--- src/rtl/alu_pkg.sv ---
// Shared definitions for the pipelined ALU: opcodes, status bit positions,
// FSM state encoding and the BCD digit width.
package alu_pkg;

    localparam int unsigned DigitW = 4;

    localparam logic [3:0] OpAdd  = 4'd0;
    localparam logic [3:0] OpAdc  = 4'd1;
    localparam logic [3:0] OpSbc  = 4'd2;
    localparam logic [3:0] OpAnd  = 4'd3;
    localparam logic [3:0] OpEor  = 4'd4;
    localparam logic [3:0] OpOra  = 4'd5;
    localparam logic [3:0] OpBit  = 4'd6;
    localparam logic [3:0] OpAsl  = 4'd7;
    localparam logic [3:0] OpLsr  = 4'd8;
    localparam logic [3:0] OpRol  = 4'd9;
    localparam logic [3:0] OpRor  = 4'd10;
    localparam logic [3:0] OpPass = 4'd11;
    localparam logic [3:0] OpCmp  = 4'd12;
    localparam logic [3:0] OpInc  = 4'd13;
    localparam logic [3:0] OpDec  = 4'd14;
    localparam logic [3:0] OpRsvd = 4'd15;

    localparam int unsigned FlagC = 7;
    localparam int unsigned FlagZ = 6;
    localparam int unsigned FlagI = 5;
    localparam int unsigned FlagD = 4;
    localparam int unsigned FlagB = 3;
    localparam int unsigned FlagV = 1;
    localparam int unsigned FlagN = 0;

    typedef enum logic [1:0] {
        StIdle,
        StCalc,
        StDone
    } state_e;

endpackage

--- src/rtl/bcd_digit_adder.sv ---
// One BCD nibble add/subtract with decimal adjust. For subtraction cin/cout
// carry the 6502 sense of "no borrow".
module bcd_digit_adder
    import alu_pkg::*;
(
    input  logic [DigitW-1:0] a,
    input  logic [DigitW-1:0] b,
    input  logic              cin,
    input  logic              sub,
    output logic [DigitW-1:0] sum,
    output logic              cout
);

    logic [DigitW:0] raw;
    logic [DigitW:0] adj;

    always_comb begin
        raw  = '0;
        adj  = '0;
        cout = 1'b0;
        if (!sub) begin
            raw = {1'b0, a} + {1'b0, b} + {{DigitW{1'b0}}, cin};
            if (raw > 5'd9) begin
                adj  = raw + 5'd6;
                cout = 1'b1;
            end else begin
                adj  = raw;
                cout = 1'b0;
            end
        end else begin
            // Top bit of the 5-bit difference is the digit borrow.
            raw = {1'b0, a} - {1'b0, b} - {{DigitW{1'b0}}, ~cin};
            if (raw[DigitW]) begin
                adj  = raw - 5'd6;
                cout = 1'b0;
            end else begin
                adj  = raw;
                cout = 1'b1;
            end
        end
        sum = adj[DigitW-1:0];
    end

endmodule

--- src/rtl/alu_pipe.sv ---
// Handshaked 6502-style ALU: binary ops finish in one cycle, decimal ADC/SBC
// walk the operands one BCD digit per cycle, LSB first.
module alu_pipe
    import alu_pkg::*;
#(
    parameter int unsigned WIDTH = 8
) (
    input  logic             clk,
    input  logic             rst,
    input  logic             in_valid,
    output logic             in_ready,
    input  logic [3:0]       op,
    input  logic [WIDTH-1:0] accumulator,
    input  logic [WIDTH-1:0] operand_2,
    input  logic [7:0]       status,
    output logic             out_valid,
    input  logic             out_ready,
    output logic [WIDTH-1:0] result,
    output logic [7:0]       status_out,
    output logic             busy
);

    localparam int unsigned NumDigits = WIDTH / DigitW;
    localparam int unsigned KW        = $clog2(NumDigits);

    state_e           state_q, state_d;
    logic [KW-1:0]    k_q, k_d;
    logic [3:0]       op_q, op_d;
    logic [WIDTH-1:0] a_q, a_d;
    logic [WIDTH-1:0] m_q, m_d;
    logic [7:0]       st_q, st_d;
    logic             carry_q, carry_d;
    logic             bin_v_q, bin_v_d;
    logic [WIDTH-1:0] result_q, result_d;
    logic [7:0]       status_out_q, status_out_d;

    logic [WIDTH-1:0] arith_b;
    logic             arith_cin;
    logic [WIDTH:0]   arith_sum;
    logic             arith_v;
    logic [WIDTH-1:0] bin_res;
    logic [WIDTH-1:0] flag_src;
    logic [7:0]       bin_st;
    logic             dec_start;

    logic [DigitW-1:0] digit_a, digit_m, digit_sum;
    logic              digit_cout;

    // Shared adder for ADD/ADC/SBC/CMP; SBC and CMP add the complement of M.
    always_comb begin
        arith_b   = operand_2;
        arith_cin = 1'b0;
        case (op)
            OpAdc: arith_cin = status[FlagC];
            OpSbc: begin
                arith_b   = ~operand_2;
                arith_cin = status[FlagC];
            end
            OpCmp: begin
                arith_b   = ~operand_2;
                arith_cin = 1'b1;
            end
            default: ;
        endcase
        arith_sum = {1'b0, accumulator} + {1'b0, arith_b} + {{WIDTH{1'b0}}, arith_cin};
        arith_v   = (accumulator[WIDTH-1] == arith_b[WIDTH-1]) &&
                    (arith_sum[WIDTH-1] != accumulator[WIDTH-1]);
    end

    always_comb begin
        bin_res = '0;
        bin_st  = status;
        case (op)
            OpAdd, OpAdc, OpSbc: begin
                bin_res       = arith_sum[WIDTH-1:0];
                bin_st[FlagC] = arith_sum[WIDTH];
                bin_st[FlagV] = arith_v;
            end
            OpCmp: begin
                bin_res       = accumulator;
                bin_st[FlagC] = arith_sum[WIDTH];
            end
            OpAnd:  bin_res = accumulator & operand_2;
            OpEor:  bin_res = accumulator ^ operand_2;
            OpOra:  bin_res = accumulator | operand_2;
            OpBit: begin
                bin_res       = accumulator;
                bin_st[FlagV] = operand_2[WIDTH-2];
            end
            OpAsl: begin
                bin_res       = {operand_2[WIDTH-2:0], 1'b0};
                bin_st[FlagC] = operand_2[WIDTH-1];
            end
            OpRol: begin
                bin_res       = {operand_2[WIDTH-2:0], status[FlagC]};
                bin_st[FlagC] = operand_2[WIDTH-1];
            end
            OpLsr: begin
                bin_res       = {1'b0, operand_2[WIDTH-1:1]};
                bin_st[FlagC] = operand_2[0];
            end
            OpRor: begin
                bin_res       = {status[FlagC], operand_2[WIDTH-1:1]};
                bin_st[FlagC] = operand_2[0];
            end
            OpPass: bin_res = operand_2;
            OpInc:  bin_res = operand_2 + WIDTH'(1);
            OpDec:  bin_res = operand_2 - WIDTH'(1);
            default: ;
        endcase

        // CMP reports Z/N of the difference while returning A unchanged.
        flag_src = (op == OpCmp) ? arith_sum[WIDTH-1:0] : bin_res;
        case (op)
            OpBit: begin
                bin_st[FlagZ] = ((accumulator & operand_2) == '0);
                bin_st[FlagN] = operand_2[WIDTH-1];
            end
            OpRsvd: ;
            default: begin
                bin_st[FlagZ] = (flag_src == '0);
                bin_st[FlagN] = flag_src[WIDTH-1];
            end
        endcase
    end

    assign dec_start = ((op == OpAdc) || (op == OpSbc)) && status[FlagD];

    assign digit_a = a_q[DigitW*k_q +: DigitW];
    assign digit_m = m_q[DigitW*k_q +: DigitW];

    bcd_digit_adder u_digit (
        .a    (digit_a),
        .b    (digit_m),
        .cin  (carry_q),
        .sub  (op_q == OpSbc),
        .sum  (digit_sum),
        .cout (digit_cout)
    );

    always_comb begin
        state_d      = state_q;
        k_d          = k_q;
        op_d         = op_q;
        a_d          = a_q;
        m_d          = m_q;
        st_d         = st_q;
        carry_d      = carry_q;
        bin_v_d      = bin_v_q;
        result_d     = result_q;
        status_out_d = status_out_q;
        case (state_q)
            StIdle: begin
                if (in_valid) begin
                    op_d    = op;
                    a_d     = accumulator;
                    m_d     = operand_2;
                    st_d    = status;
                    bin_v_d = bin_st[FlagV];
                    if (dec_start) begin
                        state_d = StCalc;
                        k_d     = '0;
                        carry_d = status[FlagC];
                    end else begin
                        state_d      = StDone;
                        result_d     = bin_res;
                        status_out_d = bin_st;
                    end
                end
            end
            StCalc: begin
                result_d[DigitW*k_q +: DigitW] = digit_sum;
                carry_d = digit_cout;
                k_d     = k_q + KW'(1);
                if (k_q == KW'(NumDigits - 1)) begin
                    state_d             = StDone;
                    status_out_d        = st_q;
                    status_out_d[FlagC] = digit_cout;
                    status_out_d[FlagZ] = (result_d == '0);
                    status_out_d[FlagN] = result_d[WIDTH-1];
                    status_out_d[FlagV] = bin_v_q;
                end
            end
            StDone: begin
                if (out_ready) begin
                    state_d = StIdle;
                end
            end
            default: state_d = StIdle;
        endcase
    end

    always_ff @(posedge clk) begin
        if (rst) begin
            state_q      <= StIdle;
            k_q          <= '0;
            op_q         <= '0;
            a_q          <= '0;
            m_q          <= '0;
            st_q         <= '0;
            carry_q      <= 1'b0;
            bin_v_q      <= 1'b0;
            result_q     <= '0;
            status_out_q <= '0;
        end else begin
            state_q      <= state_d;
            k_q          <= k_d;
            op_q         <= op_d;
            a_q          <= a_d;
            m_q          <= m_d;
            st_q         <= st_d;
            carry_q      <= carry_d;
            bin_v_q      <= bin_v_d;
            result_q     <= result_d;
            status_out_q <= status_out_d;
        end
    end

    assign in_ready   = (state_q == StIdle);
    assign out_valid  = (state_q == StDone);
    assign busy       = (state_q != StIdle);
    assign result     = result_q;
    assign status_out = status_out_q;

endmodule

--- config.mk ---
export PLATFORM = sky130hd
export DESIGN_NAME = alu_pipe
export DESIGN_NICKNAME = d
export VERILOG_FILES = /design/src/rtl/alu_pkg.sv /design/src/rtl/bcd_digit_adder.sv /design/src/rtl/alu_pipe.sv
export SDC_FILE = /design/constraint.sdc
export NUM_CORES = 1
export LEC_CHECK = 0
export BUFFER_PORTS_ARGS = -buffer_cell sky130_fd_sc_hd__buf_2
export CORE_MARGIN = 8
export CORE_UTILIZATION = 30
export CTS_BUF_LIST = sky130_fd_sc_hd__clkbuf_8
export DETAILED_ROUTE_END_ITERATION = 12
export PLACE_DENSITY = 0.52
export SLEW_MARGIN = 10
export SYNTH_ARGS = -nofsm -noshare
export SYNTH_HDL_FRONTEND = slang
export SYNTH_SLANG_ARGS = --single-unit
--- constraint.sdc ---
create_clock -name clk -period 8.64 [get_ports clk]
set_input_delay 0.432 -clock clk [delete_from_list [all_inputs] [get_ports clk]]
set_output_delay 0.432 -clock clk [all_outputs]
set_load 0.05 [all_outputs]
**Word-level counts from Yosys, hierarchy flattened**

Cells that the tools add are included.

- Bits in writable memories: 0
- ROM bits: 0
- Output and inout bits: 19
- Bits of input ports: 32
- Bits in latches: 0
- Word-level logic and storage cells: 112
- Memories kept: 0
- Bits in registers: 47

- Mux-type cells: 33
- Equal/unequal tests: 25
- Add/subtract/negate cells: 12
- Div/mod/pow operators: 0
- $lt $le $gt $ge: 1
- Shift operators: 4
- Multiply operators: 0
- Bitwise gates (word level): 5
- Reduce and logical (&&, ||, !) cells: 22

Operators with widths:

| operator | number |
|---|---|
| $pmux 8 s12 | 1 |
| $mux 8 | 7 |
| $neg 3->34 | 1 |
| $shift 4x34->8 const A | 1 |
| $shiftx 4x34->8 | 1 |
| $eq 4x4->1 const B | 8 |
| $pmux 8 s2 | 2 |
| $logic_not 8->1 | 3 |
| $eq 4x3->1 const B | 4 |
| $shiftx 8x4->4 | 2 |
| $eq 4x2->1 const B | 3 |
| $mux 4 | 3 |
| $pmux 1 s2 | 6 |
| $reduce_or 2->1 | 5 |
| $add 8x8->9 | 1 |
| $add 9x1->9 | 1 |
| $reduce_and 3->1 | 3 |
| $add 8x1->8 const B | 1 |
| $and 8x8->8 | 1 |
| $bwmux 8 | 1 |
| $mux 2 | 4 |
| $not 8->8 | 1 |
| $or 8x8->8 | 1 |
| $sub 8x1->8 const B | 1 |
| 29 further kinds | 40 |

**Logic depth before layout (Yosys ltp)**

Gate-level depths: netlist of the first run.

- Depth in word-level cells: 12
- Mapped depth: 17
- Gate-level depth less buffers: 14

**By module**

A second synthesis of the first run with hierarchy kept.

- Cells, all modules: 620
- Area total of the unflattened synthesis: 4670.7 µm²

Modules (own cells, without submodules):

| module | seq. area each (µm²) | times used | area an instance (µm²) | cells an instance |
|---|---|---|---|---|
| alu_pipe | 900.9 | 1 | 4060.1 | 546 |
| bcd_digit_adder | 0.0 | 1 | 610.6 | 74 |

**Worst setup path before layout of the first run**

OpenSTA, ideal clock, no wires.

- Path type: input -> register
- Start point: input port op[0]
- End point: register status_out_q[6] (netlist: status_out[6])
- Setup slack: 4.461 ns
- Buffers on the path: 4
- Setup time: 0.069 ns
- Data arrival time: 4.110 ns
- Stages: 16
- Path through: buf_2 clkbuf_1 clkbuf_1 clkbuf_1 a21oi_1 xnor2_1 fa_1 fa_1 a21o_1 a211oi_1 nor3_1 nor4_1 o21ai_0 o31ai_1 nand3_1 o21ai_1

- Word-level cells in the longest chain between the ends: 12

RTL lines:

| what | RTL line | source |
|---|---|---|
| start: declaration | alu_pipe.sv:12 | `input logic [3:0] op,` |
| $eq 4x4->1 or $eq 4x2->1 (tied branches) | n/a |  |
| $reduce_or 2->1 (no source line) | n/a |  |
| $mux 8 | n/a |  |
| $add 8x8->9 | alu_pipe.sv:65 | `arith_sum = {1'b0, accumulator} + {1'b0, arith_b} + {{WIDTH{1'b0}}, arith_cin};` |
| $add 9x1->9 | alu_pipe.sv:65 |  |
| $pmux 8 s12 | alu_pipe.sv:73 | `case (op)` |
| $mux 8 | alu_pipe.sv:113 | `flag_src = (op == OpCmp) ? arith_sum[WIDTH-1:0] : bin_res;` |
| $logic_not 8->1 | alu_pipe.sv:121 | `bin_st[FlagZ] = (flag_src == '0);` |
| $pmux 1 s2 | alu_pipe.sv:114 | `case (op)` |
| $mux 8 | alu_pipe.sv:160 | `if (dec_start) begin` |
| $mux 8 | alu_pipe.sv:154 | `if (in_valid) begin` |
| $pmux 8 s2 | alu_pipe.sv:152 | `case (state_q)` |
| end signal: assignment | alu_pipe.sv:215 | `status_out_q <= status_out_d;` |
| end: declaration | alu_pipe.sv:35 | `logic [7:0] status_out_q, status_out_d;` |

Several ways; a longest one is shown, not always the timed one. The select of a mux whose other input is x is not followed.
A chain may end at the register's enable or synchronous reset.

**Worst setup path in the final report of the first run**

- Start point: input port op[3]
- End point: register status_out_q[6] (netlist: status_out[6])

Same word-level chain as after synthesis.

==> metrics, run 1 <==
H-tree Lvls 2; drt total wl 15.22 mm; Post-Syn Area 4466 µm²; Avg Cell Area, Syn 7.393 µm²; Layout Skew 11.61 ps; Worst-path clk slew 100 ps; number of DRC markers in iteration 0 402; all-layer global routing usage 15.25%; vias in the first global route 4328; first-pass GRT wire length 24.34 mm; Least-Margin Pin Slew 942.5 ps; clk_lat worst skew 310 ps; Area growth syn-to-layout 10.23%; Synth Warn # 0; Ports 51; Vias 4462; worst setup path class input port to register; die height 138.0 µm; wire per inst 18.70 µm; Period minus WS final 4797 ps; Worst Min Path Start status[2]; worst vdd ir 0.06588 mV; crit path DAT 5050 ps; Yosys cell types 67; Setup-failing EPs final 0; max-slew violations 0; max cap viols 0; port bufs 50; fraction of registers with async set/reset 0%; clock sinks 45; clk root buf clkbuf_8; maximum fanout along the worst path 39; row count 44; DRC errors left 0; crit path launch op[3]; syn_nets 681; number of cells after detailed placement 806; Achievable Freq 208.5 MHz; Initial Util 30.72%; Synth Instances 604; relative slew slack 36.93%; Vias/cell 5.482; core area 14530 µm²; initial antenna violation count 0; Post-CTS Setup Bufs 0; Final Hold Viols 0; post-detail-place hpwl 11.72 mm; CTS tree done; Overall Power 697.5 µW; Post-synth top flop dfxtp_1; number of synthesized register bits 45; largest net degree at the start of global routing 47; outcome complete, no violations; Final ANT Viol Nets 0; worst r2r src k_q$_SDFFE_PP0P_; Die W 138.0 µm; # resized after CTS 0; Crit. End Element register; r2r worst-path depth 12; DRT Pass-1 Iters 4; CP Launch Type input port; CTS buffer count 5; total grt overflow 0; Placer Congestion 0.9314; Finished Layout Cells 814; Hold-fix buffers, CTS 0; setup TNS 0 ps; Pleak 2.051 nW; nets 706; Worst Hold Slack 366.7 ps; Min-Delay Path Class input port to register; die area 19050 µm²; Max clock buf depth 2; PwrDens 141.7 nW/µm²; critical path data required time 8890 ps; EDFF count, synth 0; share of layout cells above drive strength 1 11.90%; ANT cells 0; register area share after synthesis 20.17%; Tcrit/Tclk final 55.52%; RSZ-0062 raised after global routing no; WHS Path Cells 3
-- power breakdown --
group	total (mW)	leakage [nW]	switching, mW	internal, mW
combinational	0.298	1.62	0.193	0.104
sequential	0.233	0.370	0.0108	0.223
clock	0.166	0.0595	0.0806	0.0859
total	0.698	2.05	0.285	0.413
-- worst paths after layout --
path	end	slack, ps
worst max-delay path	status_out[6]$_SDFFE_PP0P_	3840
worst min-delay path	st_q[2]$_SDFFE_PP0P_	370
worst max register to register	result[2]$_SDFFE_PP0P_	4520
worst min register to register	a_q[5]$_SDFFE_PP0P_	460
-- routing by layer --
metal  GRT usage [%]  vias to the layer above  wire (µm)  share of wire [%]
li1                -                     2206          -                  -
met1           20.75                     2088       7357                 48
met2           24.12                      147       6722                 44
met3           2.911                       21        890                5.8
met4           3.661                        0        252                1.7
met5               0                        -          0                  0
-- cell usage in the layout, fill, tap and decap left out, types with 4 or more instances in the layout --
cell / Yosys / final
a211oi_1: 14 / 14
a21o_1: 4 / 4
a21oi_1: 58 / 58
a221oi_1: 6 / 6
a22o_1: 4 / 4
a22oi_1: 4 / 4
a311oi_1: 6 / 6
a31oi_1: 4 / 4
and3b_1: 5 / 5
buf_2: 9 / 50
clkbuf_8: 0 / 5
dfxtp_1: 45 / 45
fa_1: 7 / 7
ha_1: 38 / 38
inv_1: 35 / 36
mux2_2: 6 / 6
mux2i_1: 15 / 15
nand2_1: 88 / 88
nand2b_1: 8 / 8
nand3_1: 14 / 14
nor2_1: 60 / 60
nor2b_1: 11 / 11
nor3_1: 10 / 10
nor3b_1: 5 / 5
nor4_1: 4 / 4
o2111ai_1: 7 / 7
o21ai_0: 17 / 17
o21ai_1: 4 / 4
o21bai_1: 6 / 6
o22ai_1: 6 / 6
xnor2_1: 19 / 19
xor2_1: 11 / 11
-- cell usage after synthesis (3+ instances only) --
cell type / count / area (µm²)
or2_2: 3 / 18.77
dfxtp_1: 45 / 900.9
nand3_1: 14 / 70.07
o21ai_0: 17 / 85.08
o41ai_1: 3 / 26.28
nor3_1: 10 / 50.05
o21ai_1: 4 / 20.02
mux2i_1: 15 / 150.1
ha_1: 38 / 475.5
o2111ai_1: 7 / 61.31
xor2_1: 11 / 96.34
inv_1: 35 / 131.4
xnor2_1: 19 / 166.4
nor2_1: 60 / 225.2
and3b_1: 5 / 43.79
mux2_2: 6 / 67.56
a21o_1: 4 / 30.03
nor2b_1: 11 / 68.82
buf_2: 9 / 45.04
clkbuf_1: 23 / 86.33
a221oi_1: 6 / 52.55
a211oi_1: 14 / 105.1
a21oi_1: 58 / 290.3
nand2_1: 88 / 330.3
nand2b_1: 8 / 50.05
a311oi_1: 6 / 52.55
fa_1: 7 / 140.1
o211ai_1: 3 / 22.52
o31ai_1: 3 / 22.52
o22ai_1: 6 / 37.54
o21bai_1: 6 / 45.04
nor4_1: 4 / 25.02
a31oi_1: 4 / 25.02
a22o_1: 4 / 35.03
a22oi_1: 4 / 30.03
nor3b_1: 5 / 37.54
-- cell type report --
| cell class | count | area (µm²) |
|---|---|---|
| Clock buffer | 5 | 68.82 |
| Timing Repair Buffer | 51 | 257.7 |
| Fill cell | 1594 | 9612 |
| Sequential cell | 45 | 900.9 |
| Clock inverter | 3 | 42.54 |
| Inverter | 36 | 135.1 |
| Tap cell | 184 | 230.2 |
| Multi-Input combinational cell | 490 | 3287 |
-- stage by stage --
stage / util, % / setup WS (ps) / area [µm²]
floorplan: - / 4461 / 4466
global placement: 33.10 / 3847 / 4811
detailed placement: 33.10 / 3625 / 4811
CTS: 33.87 / 3948 / 4922
global route: 33.87 / 3431 / 4922
finish: 33.87 / 3843 / 4922
-- worst max-delay path, stage by stage --
cell      delay [ps]
buf_2            320
nor2_1           520
nand2_1          110
a21oi_1          770
xnor2_1          190
fa_1             470
fa_1             450
a21o_1           180
a211oi_1         310
nor3_1           100
nor4_1           510
o21ai_0          180
o31ai_1          260
nand3_1          120
o21ai_1          110
-- sequential cells by signal (all words and copies together) (netlist names) --
register	count
status_out	8
result	8
bin_v_q	1
state_q	2
k_q	1
st_q	4
carry_q	1
a_q	8
m_q	8
op_q	4
-- cell families after synthesis --
| kind of cell | Yosys count | synth area share [%] |
|---|---|---|
| AOI/OAI and AO/OA | 172 | 25.95 |
| xor gates and xnor gates | 30 | 5.884 |
| and+or+nand+nor | 221 | 22.86 |
| DFF | 45 | 20.17 |
| adders and majority gates | 45 | 13.79 |
| buffers and inverters | 69 | 6.220 |
| muxes | 22 | 5.127 |
No activity file was read; power rests on OpenSTA's default activity.
==> run 2, diff against run 1 <==
==> constraint.sdc (replaced) <==
create_clock -name clk -period 4.7 [get_ports clk]
set_input_delay 0.235 -clock clk [delete_from_list [all_inputs] [get_ports clk]]
set_output_delay 0.235 -clock clk [all_outputs]
set_load 0.05 [all_outputs]
==> metrics, run 2 (synthesis gave the netlist of run 1 again) <==
share of layout cells above drive strength 1 13.17%; Least-Margin Pin Slew 904.1 ps; DRC errors left 0; nets 714; Min-Delay Path Class input port to register; Placement Setup Slack 616.8 ps; commonest non-fill, non-tap cell in the layout nand2_1; critical path data required time 4940 ps; row count 44; RSZ-0062 raised after global routing no; Layout Skew 11.40 ps; crit path DAT 4120 ps; maximum fanout along the worst path 9; worst setup path class input port to register; Setup-failing EPs final 0; final instance area 4961 µm²; outcome complete, no violations; Period minus WS final 3880 ps; vias in the first global route 4508; drt total wl 15.59 mm; die height 138.0 µm; DRT Pass-1 Iters 5; relative slew slack 39.50%; Vias 4599; Achievable Freq 257.7 MHz; wire per inst 18.97 µm; number of DRC markers in iteration 0 360; CTS tree done; CTS buffer count 5; ANT cells 0; Tcrit/Tclk final 82.56%; Initial Util 30.72%; all-layer global routing usage 15.58%; Vias/cell 5.595; Overall Power 1.235 mW; clock sinks 45; Area growth syn-to-layout 11.10%; PwrDens 248.8 nW/µm²; Final ANT Viol Nets 0; total grt overflow 0; FF-to-FF setup slack 890 ps; Finished Layout Cells 822; clk root buf clkbuf_8; Max clock buf depth 2; Pleak 2.076 nW; Ports 51; setup TNS 0 ps; most frequent cells in the layout nand2_1 (88), nor2_1 (60), a21oi_1 (58), buf_2 (50), dfxtp_1 (45); Area after DPL 4871 µm²; H-tree Lvls 2; Crit. End Element register; core area 14530 µm²; initial antenna violation count 0; fin worst setup slack 819.8 ps; max cap viols 0; clk_lat worst skew 310 ps; Final Hold Viols 0; Hold-fix buffers, CTS 0; CP Launch Type input port; port bufs 50; worst vdd ir 0.1120 mV; max-slew violations 0; Placer Congestion 0.9372; Finished Core Util 34.13%; first-pass GRT wire length 24.85 mm; largest net degree at the start of global routing 47; number of cells after detailed placement 814; Die W 138.0 µm; Worst Hold Slack 181.7 ps; Worst-path clk slew 100 ps; post-detail-place hpwl 12.05 mm; die area 19050 µm²; # resized after CTS 0; Post-CTS Setup Bufs 0
run 2: where the power goes:
| group | total [mW] | switching (mW) | internal (mW) |
|---|---|---|---|
| Clock | 0.251 | 0.145 | 0.106 |
| Sequential | 0.430 | 0.0202 | 0.409 |
| Combinational | 0.554 | 0.358 | 0.196 |
| Total | 1.23 | 0.524 | 0.711 |
run 2: path summary, 6_finish.rpt:
path / startpoint / endpoint / cells after the start
worst min register to register: a_q[7]$_SDFFE_PP0P_ / a_q[7]$_SDFFE_PP0P_ / 2
worst min-delay path: status[2] / st_q[2]$_SDFFE_PP0P_ / 3
worst max register to register: k_q$_SDFFE_PP0P_ / result[6]$_SDFFE_PP0P_ / 12
worst max-delay path: op[2] / status_out[6]$_SDFFE_PP0P_ / 15
run 2: layout make-up:
| class | instances | area [µm²] |
|---|---|---|
| fill | 1624 | 9573 |
| multi-input combinational | 490 | 3287 |
| sequential | 45 | 900.9 |
| timing repair buffer | 59 | 317.8 |
| tap | 184 | 230.2 |
| inverter | 36 | 135.1 |
| clock buffer | 5 | 68.82 |
| clock inverter | 3 | 21.27 |
run 2: worst max-delay path, cell delays in order:
cell and delay, ps:
buf_2 160, nor2_1 540, nand2_1 110, a21oi_1 240, xnor2_1 120, fa_1 440, fa_1 430, a21o_1 180
a211oi_1 340, nor3_1 80, nor4_1 570, o21ai_0 190, o31ai_1 250, nand3_1 110, o21ai_1 110
run 2: metal layers:
layer	vias to the layer above	track usage, %	part of all wire [%]
met2	158	25.04	46
li1	2224	-	-
met5	-	0	0
met4	0	2.689	0.95
met3	16	3.048	5.9
met1	2201	21.23	47
==> run 3, diff against run 2 <==
==> constraint.sdc (replaced) <==
create_clock -name clk -period 3.8 [get_ports clk]
set_input_delay 0.19 -clock clk [delete_from_list [all_inputs] [get_ports clk]]
set_output_delay 0.19 -clock clk [all_outputs]
set_load 0.05 [all_outputs]
==> metrics, run 3 (synthesis gave the netlist of run 1 again) <==
outcome complete, no violations; Placer Congestion 0.9840; Worst Min Path Start status[2]; Max clock buf depth 2; Crit. End Element register; initial antenna violation count 0; FF-to-FF setup slack 240 ps; clock sinks 45; total grt overflow 0; Pleak 2.142 nW; Layout Skew 16.96 ps; delay-heaviest family, CP adder cells; post-detail-place hpwl 12.72 mm; Final ANT Viol Nets 0; clk root buf clkbuf_8; drt total wl 16.04 mm; CTS buffer count 5; all-layer global routing usage 15.92%; commonest non-fill, non-tap cell in the layout nand2_1; cell chain of the critical path mux2i_1, inv_1, fa_1, inv_1, fa_1, ha_1, nor2b_1, o31ai_4, mux2_1, o21ai_1, o22ai_1, a211oi_1; Initial Util 30.72%; Tcrit/Tclk final 93.56%; maximum fanout along the worst path 4; critical path data required time 4020 ps; core area 14530 µm²; number of DRC markers in iteration 0 315; max cap viols 0; Least-Margin Pin Slew 1114 ps; Vias/cell 5.628; Hold Crit Endpoint st_q[2]$_SDFFE_PP0P_; r2r worst-path depth 12; die height 138.0 µm; CP Launch Type register; Overall Power 1.552 mW; crit path DAT 3770 ps; WHS Path Cells 3; DRT Pass-1 Iters 5; DRC errors left 0; worst r2r src k_q$_SDFFE_PP0P_; Worst-path clk slew 90 ps; Max stage delay on crit path 450 ps; nets 727; wire per inst 19.20 µm; largest net degree at the start of global routing 47; H-tree Lvls 2; PwrDens 305.8 nW/µm²; first-pass GRT wire length 25.04 mm; worst setup path class register to register; most frequent cells in the layout nand2_1 (88), nor2_1 (60), a21oi_1 (57), buf_2 (50), dfxtp_1 (45); Die W 138.0 µm; clk_lat worst skew 310 ps; Period minus WS final 3555 ps; ANT cells 0; Achievable Freq 281.3 MHz; Area growth syn-to-layout 13.65%; vias in the first global route 4484; worst vdd ir 0.1369 mV; FF-to-FF End result[6]$_SDFFE_PP0P_; row count 44; Final Hold Viols 0; port bufs 50; Crit-path slowest cell fa_1; Vias 4699; # fillers 1591; max-slew violations 0; share of layout cells above drive strength 1 15.05%; Worst Hold Slack 134.4 ps; CTS tree done; die area 19050 µm²; Min-Delay Path Class input port to register; Setup-failing EPs final 0; relative slew slack 25.60%; Buf/Inv on CP 2; Ports 51
-- run 3: per-stage QoR --
| stage | std cells | utilization [%] | setup TNS [ps] | worst slack, ps | cell area [µm²] |
|---|---|---|---|---|---|
| floorplan | 604 | - | 0 | 49.83 | 4469 |
| global placement | 827 | 34.21 | 0 | 287.1 | 4972 |
| detailed placement | 827 | 34.21 | 0 | 153.7 | 4972 |
| CTS | 835 | 34.86 | 0 | 144.1 | 5066 |
| global route | 835 | 34.92 | -0.4778 | -0.4778 | 5075 |
| finish | 835 | 34.92 | 0 | 244.8 | 5075 |
-- run 3: timing repair --
action                     CTS  global route
hold buffers                 0             0
setup endpoints to repair    0             2
resized for setup            0             1
hold endpoints to repair     0             0
buffers inserted             0             0
-- run 3: layout make-up --
| cell class | count | area, µm² | area share, % |
|---|---|---|---|
| Clock buffer | 5 | 68.82 | 1.356 |
| Clock inverter | 3 | 25.02 | 0.4931 |
| Inverter | 36 | 135.1 | 2.663 |
| Multi-Input combinational cell | 490 | 3299 | 65.01 |
| Sequential cell | 45 | 900.9 | 17.75 |
| Tap cell | 184 | 230.2 | 4.536 |
| Timing Repair Buffer | 72 | 415.4 | 8.185 |
-- run 3: where the power goes --
part           switching (mW)  leakage (nW)  internal [mW]
registers              0.0234         0.370          0.506
clock network           0.185        0.0447          0.133
logic                   0.448          1.73          0.256
total                   0.657          2.14          0.895
-- run 3: worst max-delay path by stage --
| stage | from | endpoint | slack [ps] | depth (start not counted) |
|---|---|---|---|---|
| 6_report | k_q$_SDFFE_PP0P_ | result[6]$_SDFFE_PP0P_ | 240 | 12 |
| 5_1_grt | k_q$_SDFFE_PP0P_ | result[6]$_SDFFE_PP0P_ | -0.5 | 12 |
| 4_1_cts | k_q$_SDFFE_PP0P_ | result[6]$_SDFFE_PP0P_ | 140 | 12 |
| 3_5_place_dp | k_q$_SDFFE_PP0P_ | result[6]$_SDFFE_PP0P_ | 150 | 12 |
| 3_3_place_gp | k_q$_SDFFE_PP0P_ | result[2]$_SDFFE_PP0P_ | 290 | 12 |
| 2_1_floorplan | k_q$_SDFFE_PP0P_ | status_out[6]$_SDFFE_PP0P_ | 50 | 13 |
-- run 3: per-layer routing --
metal,vias to the layer above,global-route usage [%],wire length (µm)
met5,-,0,0
met4,0,6.007,523
met3,30,3.973,1324
met2,179,24.50,7066
met1,2233,20.88,7120
li1,2257,-,-
-- run 3: worst min-delay path: stages --
cell and delay [ps]:
buf_2 110, nand2_1 50, a21oi_1 50
